File: src/rtl/pump_ctrl_pkg.sv
// Shared definitions for the tank pump controllers: state encoding,
// sensor bit positions and pump indices.
package pump_ctrl_pkg;

  typedef enum logic [2:0] {
    IDLE       = 3'b000,
    RUN_LEAD   = 3'b001,
    RUN_BOTH   = 3'b010,
    SENSOR_ERR = 3'b100
  } state_t;

  localparam int unsigned I_BIT = 0;
  localparam int unsigned S_BIT = 1;

  localparam int unsigned B1 = 0;
  localparam int unsigned B2 = 1;

  // One-hot pump enable for the selected pump
  function automatic logic [1:0] pump_mask(input logic idx);
    logic [1:0] m;
    m      = '0;
    m[idx] = 1'b1;
    return m;
  endfunction

endpackage

File: src/rtl/pump_scheduler_if.sv
// Sensor, fault and pump-driver signals between the plant side and the scheduler.
interface pump_scheduler_if;
  logic       tick;
  logic [1:0] level_sensors;
  logic [1:0] pump_fault;
  logic [1:0] pumps;
  logic       lead;
  logic [2:0] current_state;
  logic       alarm;

  modport master (
    output tick, level_sensors, pump_fault,
    input  pumps, lead, current_state, alarm
  );

  modport slave (
    input  tick, level_sensors, pump_fault,
    output pumps, lead, current_state, alarm
  );
endinterface

File: src/rtl/tick_counter.sv
// Saturating timebase-tick counter with synchronous clear and async reset.
module tick_counter #(
  parameter int unsigned CNT_W = 4
) (
  input  logic             clock,
  input  logic             reset,
  input  logic             clear,
  input  logic             tick,
  output logic [CNT_W-1:0] cnt
);

  localparam logic [CNT_W-1:0] CNT_MAX = '1;

  // Clear has priority so a tick coinciding with a state change is dropped
  always_ff @(posedge clock or posedge reset) begin
    if (reset) begin
      cnt <= '0;
    end else if (clear) begin
      cnt <= '0;
    end else if (tick && (cnt != CNT_MAX)) begin
      cnt <= cnt + CNT_W'(1);
    end
  end

endmodule

File: src/rtl/pump_scheduler.sv
// Lead/lag pump sequencer with staggered start, minimum off time,
// fault masking and sensor-inconsistency handling.
module pump_scheduler
  import pump_ctrl_pkg::*;
#(
  parameter int unsigned MIN_OFF_TICKS = 4,
  parameter int unsigned STAGGER_TICKS = 2,
  parameter int unsigned CNT_W         = 4
) (
  input logic              clock,
  input logic              reset,
  pump_scheduler_if.slave  bus
);

  state_t           state, state_nx;
  logic             lead_q, lead_nx;
  logic [1:0]       pumps_q, pumps_c;
  logic             alarm_q, alarm_c;
  logic [1:0]       avail;
  logic             eff, lag;
  logic             sens_i, sens_s;
  logic             clear;
  logic [CNT_W-1:0] cnt;

  assign avail  = ~bus.pump_fault;
  assign eff    = avail[lead_q] ? lead_q : ~lead_q;
  assign lag    = ~eff;
  assign sens_i = bus.level_sensors[I_BIT];
  assign sens_s = bus.level_sensors[S_BIT];
  assign clear  = (state_nx != state);

  tick_counter #(.CNT_W(CNT_W)) u_tick_counter (
    .clock (clock),
    .reset (reset),
    .clear (clear),
    .tick  (bus.tick),
    .cnt   (cnt)
  );

  // Next state and lead, priority order: sensor error, double fault, completed fill
  always_comb begin
    state_nx = state;
    lead_nx  = lead_q;
    if (bus.level_sensors == 2'b10) begin
      state_nx = SENSOR_ERR;
    end else if (bus.pump_fault == 2'b11) begin
      state_nx = IDLE;
    end else if (((state == RUN_LEAD) || (state == RUN_BOTH)) && sens_s) begin
      state_nx = IDLE;
      lead_nx  = ~lead_q;
    end else begin
      case (state)
        IDLE: begin
          if (!sens_i && (cnt >= CNT_W'(MIN_OFF_TICKS))) state_nx = RUN_LEAD;
        end
        RUN_LEAD: begin
          if (!sens_i && (cnt >= CNT_W'(STAGGER_TICKS)) && avail[lag]) state_nx = RUN_BOTH;
        end
        RUN_BOTH: begin
          if (sens_i || (bus.pump_fault != 2'b00)) state_nx = RUN_LEAD;
        end
        SENSOR_ERR: state_nx = IDLE;
        default:    state_nx = IDLE;
      endcase
    end
  end

  // Output decode from the next state; faulted pumps are always masked off
  always_comb begin
    pumps_c = '0;
    case (state_nx)
      RUN_LEAD: pumps_c = pump_mask(eff) & avail;
      RUN_BOTH: pumps_c = avail;
      default:  pumps_c = '0;
    endcase
    alarm_c = (state_nx == SENSOR_ERR) || (bus.pump_fault == 2'b11);
  end

  always_ff @(posedge clock or posedge reset) begin
    if (reset) begin
      state   <= IDLE;
      lead_q  <= 1'(B1);
      pumps_q <= '0;
      alarm_q <= 1'b0;
    end else begin
      state   <= state_nx;
      lead_q  <= lead_nx;
      pumps_q <= pumps_c;
      alarm_q <= alarm_c;
    end
  end

  assign bus.pumps         = pumps_q;
  assign bus.lead          = lead_q;
  assign bus.current_state = state;
  assign bus.alarm         = alarm_q;

endmodule

File: src/flat_wrapper.sv
// flat-port wrapper written by rule: the top's interface ports become plain ports
module pump_scheduler_flat import pump_ctrl_pkg::*;
#(
  parameter int unsigned MIN_OFF_TICKS = 4,
  parameter int unsigned STAGGER_TICKS = 2,
  parameter int unsigned CNT_W         = 4
)
  (clock, reset, bus_tick, bus_level_sensors, bus_pump_fault, bus_pumps, bus_lead, bus_current_state, bus_alarm);
  pump_scheduler_if bus_i ();
  input logic clock;
  input logic reset;
  input wire logic [$bits(bus_i.tick)-1:0] bus_tick;
  input wire logic [$bits(bus_i.level_sensors)-1:0] bus_level_sensors;
  input wire logic [$bits(bus_i.pump_fault)-1:0] bus_pump_fault;
  output wire logic [$bits(bus_i.pumps)-1:0] bus_pumps;
  output wire logic [$bits(bus_i.lead)-1:0] bus_lead;
  output wire logic [$bits(bus_i.current_state)-1:0] bus_current_state;
  output wire logic [$bits(bus_i.alarm)-1:0] bus_alarm;
  assign bus_i.tick = bus_tick;
  assign bus_i.level_sensors = bus_level_sensors;
  assign bus_i.pump_fault = bus_pump_fault;
  assign bus_pumps = bus_i.pumps;
  assign bus_lead = bus_i.lead;
  assign bus_current_state = bus_i.current_state;
  assign bus_alarm = bus_i.alarm;
  pump_scheduler #(.MIN_OFF_TICKS(MIN_OFF_TICKS), .STAGGER_TICKS(STAGGER_TICKS), .CNT_W(CNT_W)) u_core (.clock(clock), .reset(reset), .bus(bus_i));
endmodule
File: config.mk
export PLATFORM = sky130hd
export DESIGN_NAME = pump_scheduler_flat
export DESIGN_NICKNAME = d
export VERILOG_FILES = /design/src/rtl/pump_ctrl_pkg.sv /design/src/rtl/pump_scheduler_if.sv /design/src/rtl/tick_counter.sv /design/src/rtl/pump_scheduler.sv /design/src/flat_wrapper.sv
export SDC_FILE = /design/constraint.sdc
export NUM_CORES = 1
export LEC_CHECK = 0
export ABC_CLOCK_PERIOD_IN_PS = 5750
export CAP_MARGIN = 10
export CORE_ASPECT_RATIO = 0.75
export CORE_MARGIN = 8
export CORE_UTILIZATION = 28
export DETAILED_ROUTE_END_ITERATION = 6
export MAX_ROUTING_LAYER = met4
export PLACE_DENSITY = 0.45
export SYNTH_ARGS = -nofsm -noshare
export SYNTH_HDL_FRONTEND = slang
export SYNTH_SLANG_ARGS = --single-unit
File: constraint.sdc
create_clock -name clock -period 5.75 [get_ports clock]
set_clock_uncertainty 0.1 [all_clocks]
set_input_delay 1.725 -clock clock [delete_from_list [all_inputs] [get_ports clock]]
set_output_delay 1.725 -clock clock [all_outputs]
set_load 0.01 [all_outputs]
Word-level counts from Yosys, hierarchy flattened
Cells that the tools add are included.
- register bits: 11
- bits in latches: 0
- RAM bits: 0
- bits in read-only memories: 0
- bits of input ports: 7
- output and inout port bits: 7
- memories kept: 0
- add/subtract/negate cells: 1
- $mul: 0
- div/mod/pow operators: 0
- order comparisons: 6
- equal/unequal tests: 9
- shift-type cells: 0
- multiplexer cells: 17
- bitwise operators: 6
- reductions and logical operators: 14
- operators with widths (operator ; number):
    2-to-1 mux 3 bit ; 6
    one-hot mux 3 bit (3 select lines) ; 1
    2-to-1 mux 4 bit ; 2
    equality test 3 x 1 -> 1 bit (second input constant) ; 2
    equality test 3 x 2 -> 1 bit (second input constant) ; 2
    logical AND 1 bit ; 6
    < comparator 1 x 2 -> 1 bit (second input constant) ; 3
    2-to-1 mux 1 bit ; 6
    adder 4 x 1 -> 4 bit (second input constant) ; 1
    equality test 2 bit (second input constant) ; 2
    >= comparator 4 x 2 -> 1 bit (second input constant) ; 1
    >= comparator 4 x 3 -> 1 bit (second input constant) ; 1
    inequality test 4 bit (second input constant) ; 1
    NOT 1 bit ; 4
    one-hot mux 2 bit (2 select lines) ; 1
    nonzero test 2 bit ; 2
    equality test 3 bit (second input constant) ; 1
    zero test 3 bit ; 1
    logical OR 1 bit ; 3
    inequality test 3 bit ; 1
    AND reduction 3 bit ; 1
    bitwise AND 2 bit ; 1
    NOT 2 bit ; 1
    demux 1 bit (select 1 bit) ; 1
    other kinds (2) ; 2

Logic depth before layout (Yosys ltp)
- depth in word-level cells: 15
- mapped depth: 6

Modules after synthesis
A second synthesis with hierarchy kept.
- cell total of the unflattened synthesis: 62
- area, all modules: 683.2 sq um
- by module, submodules not included (module ; times used ; cells each ; area an instance (sq um) ; sequential area each (sq um)):
    pump_scheduler ; 1 ; 41 ; 452.9 ; 175.2
    tick_counter ; 1 ; 21 ; 230.2 ; 100.1

Worst setup path before layout
OpenSTA, ideal clock, no wires.
- path type: in2reg
- from: in bus_level_sensors[0]
- to: reg u_core.u_tick_counter.cnt[2]
- setup time: 0.104 ns
- arrival: 2.727 ns
- data required time: 5.546 ns
- slack: 2.820 ns
- stages: 4
- cells stage by stage: and2b_4 -> xor2_1 -> a2111o_1 -> a221oi_1
- longest elaborated chain between the ends: 10
- elaborated cells on any way between the ends: 16
- classes of those cells: eq/ne: 2; mux: 8; reduce/logical: 6
- RTL lines (element ; RTL line ; text):
    start, declared ; flat_wrapper.sv:13 ; input wire logic [$bits(bus_i.level_sensors)-1:0] bus_level_sensors;
    zero test 1 bit ; pump_scheduler.sv:54, pump_scheduler.sv:57 ;
    logical AND 1 bit (2 in series) ; pump_scheduler.sv:57 ; if (!sens_i && (cnt >= CNT_W'(STAGGER_TICKS)) && avail[lag]) state_nx = RUN_BOTH;
    2-to-1 mux 3 bit ; pump_scheduler.sv:57 ;
    one-hot mux 3 bit (3 select lines) ; pump_scheduler.sv:52 ; case (state)
    2-to-1 mux 3 bit ; pump_scheduler.sv:48 ; end else if (((state == RUN_LEAD) || (state == RUN_BOTH)) && sens_s) begin
    2-to-1 mux 3 bit ; pump_scheduler.sv:46 ; end else if (bus.pump_fault == 2'b11) begin
    2-to-1 mux 3 bit (*) ; pump_scheduler.sv:44 ; if (bus.level_sensors == 2'b10) begin
    inequality test 3 bit (*) ; pump_scheduler.sv:30 ; assign clear = (state_nx != state);
    2-to-1 mux 4 bit / nonzero test 2 bit (equally long branches) ; n/a ;
    end signal, assigned ; tick_counter.sv:21 ; cnt <= cnt + CNT_W'(1);
    end, declared ; tick_counter.sv:9 ; output logic [CNT_W-1:0] cnt
Mark *: on every way between the ends. The rest lies on a longest branch, timed or not.
A chain may end at the register's enable or synchronous reset.

Worst setup path after layout
- from: in bus_pump_fault[1]
- to: reg u_core.pumps_q[1], in the netlist u_core.bus.pumps[1]
- longest elaborated chain between the ends: 14
- elaborated cells on any way between the ends: 25
- classes of those cells: order compare: 2; eq/ne: 3; mux: 14; bitwise: 2; reduce/logical: 4
- RTL lines (element ; RTL line ; text):
    start, declared ; flat_wrapper.sv:14 ; input wire logic [$bits(bus_i.pump_fault)-1:0] bus_pump_fault;
    NOT 2 bit ; pump_scheduler.sv:25 ; assign avail = ~bus.pump_fault;
    2-to-1 mux 1 bit (not written as such) (2 in series) ; pump_scheduler.sv:26 ; assign eff = avail[lead_q] ? lead_q : ~lead_q;
    2-to-1 mux 1 bit ; pump_scheduler.sv:26 ;
    2-to-1 mux 1 bit (not written as such) (2 in series) ; pump_scheduler.sv:57 ;
    logical AND 1 bit ; pump_scheduler.sv:57 ;
    2-to-1 mux 3 bit ; pump_scheduler.sv:57 ;
    one-hot mux 3 bit (3 select lines) ; pump_scheduler.sv:52 ;
    2-to-1 mux 3 bit ; pump_scheduler.sv:48 ;
    2-to-1 mux 3 bit ; pump_scheduler.sv:46 ;
    2-to-1 mux 3 bit ; pump_scheduler.sv:44 ;
    equality test 3 x 2 -> 1 bit / equality test 3 x 1 -> 1 bit (equally long branches) ; pump_scheduler.sv:71 ; case (state_nx)
    one-hot mux 2 bit (2 select lines) (*) ; pump_scheduler.sv:71 ;
    named net u_core.pumps_c[1] ; pump_scheduler.sv:17 ; logic [1:0] pumps_q, pumps_c;
    end signal, assigned ; pump_scheduler.sv:88 ; pumps_q <= pumps_c;
    end, declared ; pump_scheduler.sv:17 ;
The timed path passes the listed nets; every way through them passes the cells marked *. The select of a mux whose other input is x is not followed.

==> parameters.txt <==
Parameter                              Value

Clock tree
  Number of gates resized after CTS    0
  Cts bufs inserted    3
  Bufs on Longest Clock Path    2
  Clock transition at the registers of the reported paths    0.07 ns
  TritonCTS clock tree    built
  CTS root buffer    clkbuf_4
  Hold bufs inserted after CTS    0
  H-tree depth    1
  Clock latency on the worst-skew pair    about 0.27 ns
  Buffers inserted during post-CTS setup optimization    0
  CTS Sinks    11

Final layout
  Seq. cell area    around 280 µm²
  Layout cells sized above 1    between 10% and 20%
  Count of fill cells added during filler insertion    230
  Layout Nets    87
  Layout area overhead    29.9%
  Footprint of the multi-input gates    333 µm²
  Inserted Diodes    0

Floorplan
  Number of rows created at floorplan    15
  Width of the die    70.6 µm
  Initial core utilization    around 28%
  Count of boundary I/O pins    14
  Die Height    between 50 and 60 µm
  Area of the die    between 0.004 and 0.005 mm²
  Core Footprint    roughly 0.0022 mm²

Global routing
  Maximum number of pins on one net before global-route repair    12
  Number of antenna violations at the first check in global routing    0
  Overflow after GRT    0
  Global-route usage over all layers    under 10%
  First-pass GRT wire length    2470 µm
  Via count of the first global-routing pass    a little over 500

Synth
  Post-synthesis area per instance    ~10 µm²
  Cells taking the most area after synthesis    dfrtp_1, ha_1, a21oi_1
  Largest area contributor in the synthesized netlist    dfrtp_1
  Unique masters post-synth    31
  Area share of the largest cell type after synthesis    between 40 and 50%
  Compound-Gate Fraction of Synth Area    22.8%
  Summed instance area of the synthesized netlist    ~630 µm²
  Dominant combinational cell family by area after synthesis    compound AO/OA/AOI/OAI gates
  Synthesized netlist net count    69
  Instance count of the mapped netlist    60
  Yosys warning total    0
  Fraction of synthesized cell area in xor and xnor cells    roughly 4.2%
  Flip-flop and latch count after synthesis    11
  Simple-gate share of the synthesized area    20.6%
  Synthesized-area fraction occupied by adder cells    3.99%
  Sequential element share of the synthesized area    43.9%
  Multiplexer share of the synthesized area    ~1.6%

Timing
  Slew of the pin with the lowest slew margin    roughly 0.46 ns
  Highest Clock Rate    298 MHz
  Pins over their slew limit    0
  Fin Setup TNS    0 ns
  Final critical delay including setup and external delays    3.36 ns
  Worst path setup slack after routing    approximately 2.4 ns
  Unrepaired setup endpoints after global routing    no
  Endpoints failing setup    0
  Relative max-transition margin    68.8%
  Final worst-path cycle share    58.4%
  Hold Vio Cnt, Final    0

Drt
  Avg WL per Cell    14.6 µm
  Remaining design rule violation count    0
  Drt first pass iters    4
  Vias after detailed routing    around 520
  Amount of wire on met3 after detailed routing    around 100 µm
  Number of nets with antenna violations after routing    0
  Max Used Layer    met4
  Total length of routed met2 wires    613 µm
  Overall routed net length    1490 µm
  Post-route met1 wirelength    between 700 and 800 µm
  Violation count after the first detailed-route iteration    23
  DR vias/cell    slightly above 5

Power
  Worst ir drop on vdd    between 0.0001 and 0.00015 V
  Power density over the cells    254 mW/mm²
  Static power due to leakage    roughly 0.37 nW

Setup path
  Data arrival time at the worst-slack endpoint    approximately 3.4 ns
  Reg-to-reg critical path startpoint    u_core.u_tick_counter.cnt[0]$_DFFE_PP0P_
  Worst reg2reg setup slack    roughly 3.8 ns
  CP Class    in2reg
  Element type at the critical path end    register
  Largest stage delay on the critical path    0.69 ns
  Endpoint required time on the critical path    approximately 5.8 ns
  Buffers plus inverters on the worst setup path    1
  Crit-path max FO    6
  Kind of launch point of the worst setup path    primary input
  Cell breakdown of the critical path    clkdlybuf4s50_1 > nor3_1 > or4b_2 > o31ai_1
  Slowest-stage cell, CP    or4b_2
  Worst R2R Path Depth    6
  Category of cells accounting for the largest share of critical-path delay    simple AND/OR/NAND/NOR gates
  Capturing point of the worst reg2reg path    u_core.u_tick_counter.cnt[3]$_DFFE_PP0P_

Run
  Max Cap Violations    0

Placed design
  Routability-driven placement congestion ratio    between 0.8 and 0.9
  Worst-case setup slack after placement    about 2.1 ns
  Count of input and output buffers    13
  Detailed Place HPWL    1140 µm

Hold path
  Cell depth of the worst hold path    1
  Startpoint of the tightest hold check path    u_core.bus.lead$_DFFE_PP0P_
  Type of the most critical hold path    reg2reg
  Worst-case hold path end point    u_core.bus.lead$_DFFE_PP0P_

Run status
  Outcome    completed
==> through the flow <==
| step | power (W) | cell area [µm²] | utilization [%] | instances | hold WS (ns) |
|---|---|---|---|---|---|
| 2_1_floorplan | 0.000132 | 627 | - | 60 | 0.420 |
| 3_3_place_gp | 0.000156 | 788 | 35.6 | 98 | 0.406 |
| 3_5_place_dp | 0.000155 | 788 | 35.6 | 98 | 0.412 |
| 4_1_cts | 0.000211 | 815 | 36.8 | 102 | 0.438 |
| 5_1_grt | 0.000223 | 815 | 36.8 | 102 | 0.461 |
| 6_report | 0.000207 | 815 | 36.8 | 102 | 0.424 |
==> Yosys cell counts <==
cell       n
or4_4      1
a221oi_1   2
and3_1     1
nand2_1    2
a21o_1     1
and2b_4    1
or2_2      1
ha_1       2
xnor2_1    2
mux2i_1    1
a211oi_2   1
nor4b_2    1
or4b_2     1
o41ai_2    1
nand4_1    1
nor2b_1    3
a211oi_1   2
dfrtp_1   11
a21boi_0   1
nand2b_1   1
nand3_1    1
xor2_1     1
o211ai_1   1
inv_1      5
a2111o_1   1
nor3_1     3
o31ai_1    2
a21oi_1    4
a22oi_1    1
nor2_1     3
o21ai_1    1
==> flip-flops by register name, summed over array words and instances (netlist names) <==
register                   flops
u_core.bus.pumps               2
u_core.u_tick_counter.cnt      4
u_core.bus.lead                1
u_core.bus.alarm               1
u_core.bus.current_state       3
==> how the worst max path moves through the flow <==
stage                               from                                        to  slack, ns  cells after the start
CTS                 bus_level_sensors[1]  u_core.u_tick_counter.cnt[3]$_DFFE_PP0P_       2.42                      5
detailed placement  bus_level_sensors[0]  u_core.u_tick_counter.cnt[3]$_DFFE_PP0P_       2.13                      5
finish                 bus_pump_fault[1]             u_core.bus.pumps[1]$_DFF_PP0_       2.39                      4
global placement       bus_pump_fault[1]             u_core.bus.pumps[1]$_DFF_PP0_       2.04                      4
floorplan           bus_level_sensors[0]  u_core.u_tick_counter.cnt[2]$_DFFE_PP0P_       2.82                      4
global route           bus_pump_fault[1]  u_core.u_tick_counter.cnt[3]$_DFFE_PP0P_       2.31                      5
==> cells in the final DEF (no fill, tap or decap), types with 3 or more instances in the layout <==
cell type and instances:
dfrtp_1 11, inv_1 5, nor2b_1 3, clkdlybuf4s50_1 13
nor2_1 3, a21oi_1 4, clkbuf_4 3, nor3_1 3
==> where the power goes <==
group          total (W)  internal (W)  switching (W)
combinational  0.0000575     0.0000310      0.0000265
clock          0.0000534     0.0000269      0.0000265
sequential     0.0000962     0.0000864     0.00000979
total           0.000207      0.000144      0.0000628
==> routing by layer <==
layer | vias up | GRT usage, %
li1 | 258 | -
met1 | 240 | 10.2
met2 | 19 | 10.8
met3 | 2 | 3.85
met4 | 0 | 2.65
met5 | - | -
==> cell families after synthesis <==
| group | count (synthesis) |
|---|---|
| buffers and inverters | 5 |
| flip-flops | 11 |
| multiplexers | 1 |
| AO/OA/AOI/OAI | 18 |
| XOR/XNOR | 3 |
| adder cells (fa/ha/maj) | 2 |
| AND/OR/NAND/NOR | 20 |
==> final cells by class <==
class                           count  area share (%)
Sequential cell                    11            33.8
Clock buffer                        4            3.23
Tap cell                           25            3.84
Inverter                            5            2.30
Multi-Input combinational cell     44            40.9
Timing Repair Buffer               13            16.0
Note: power is estimated with default switching activity, not from simulation.
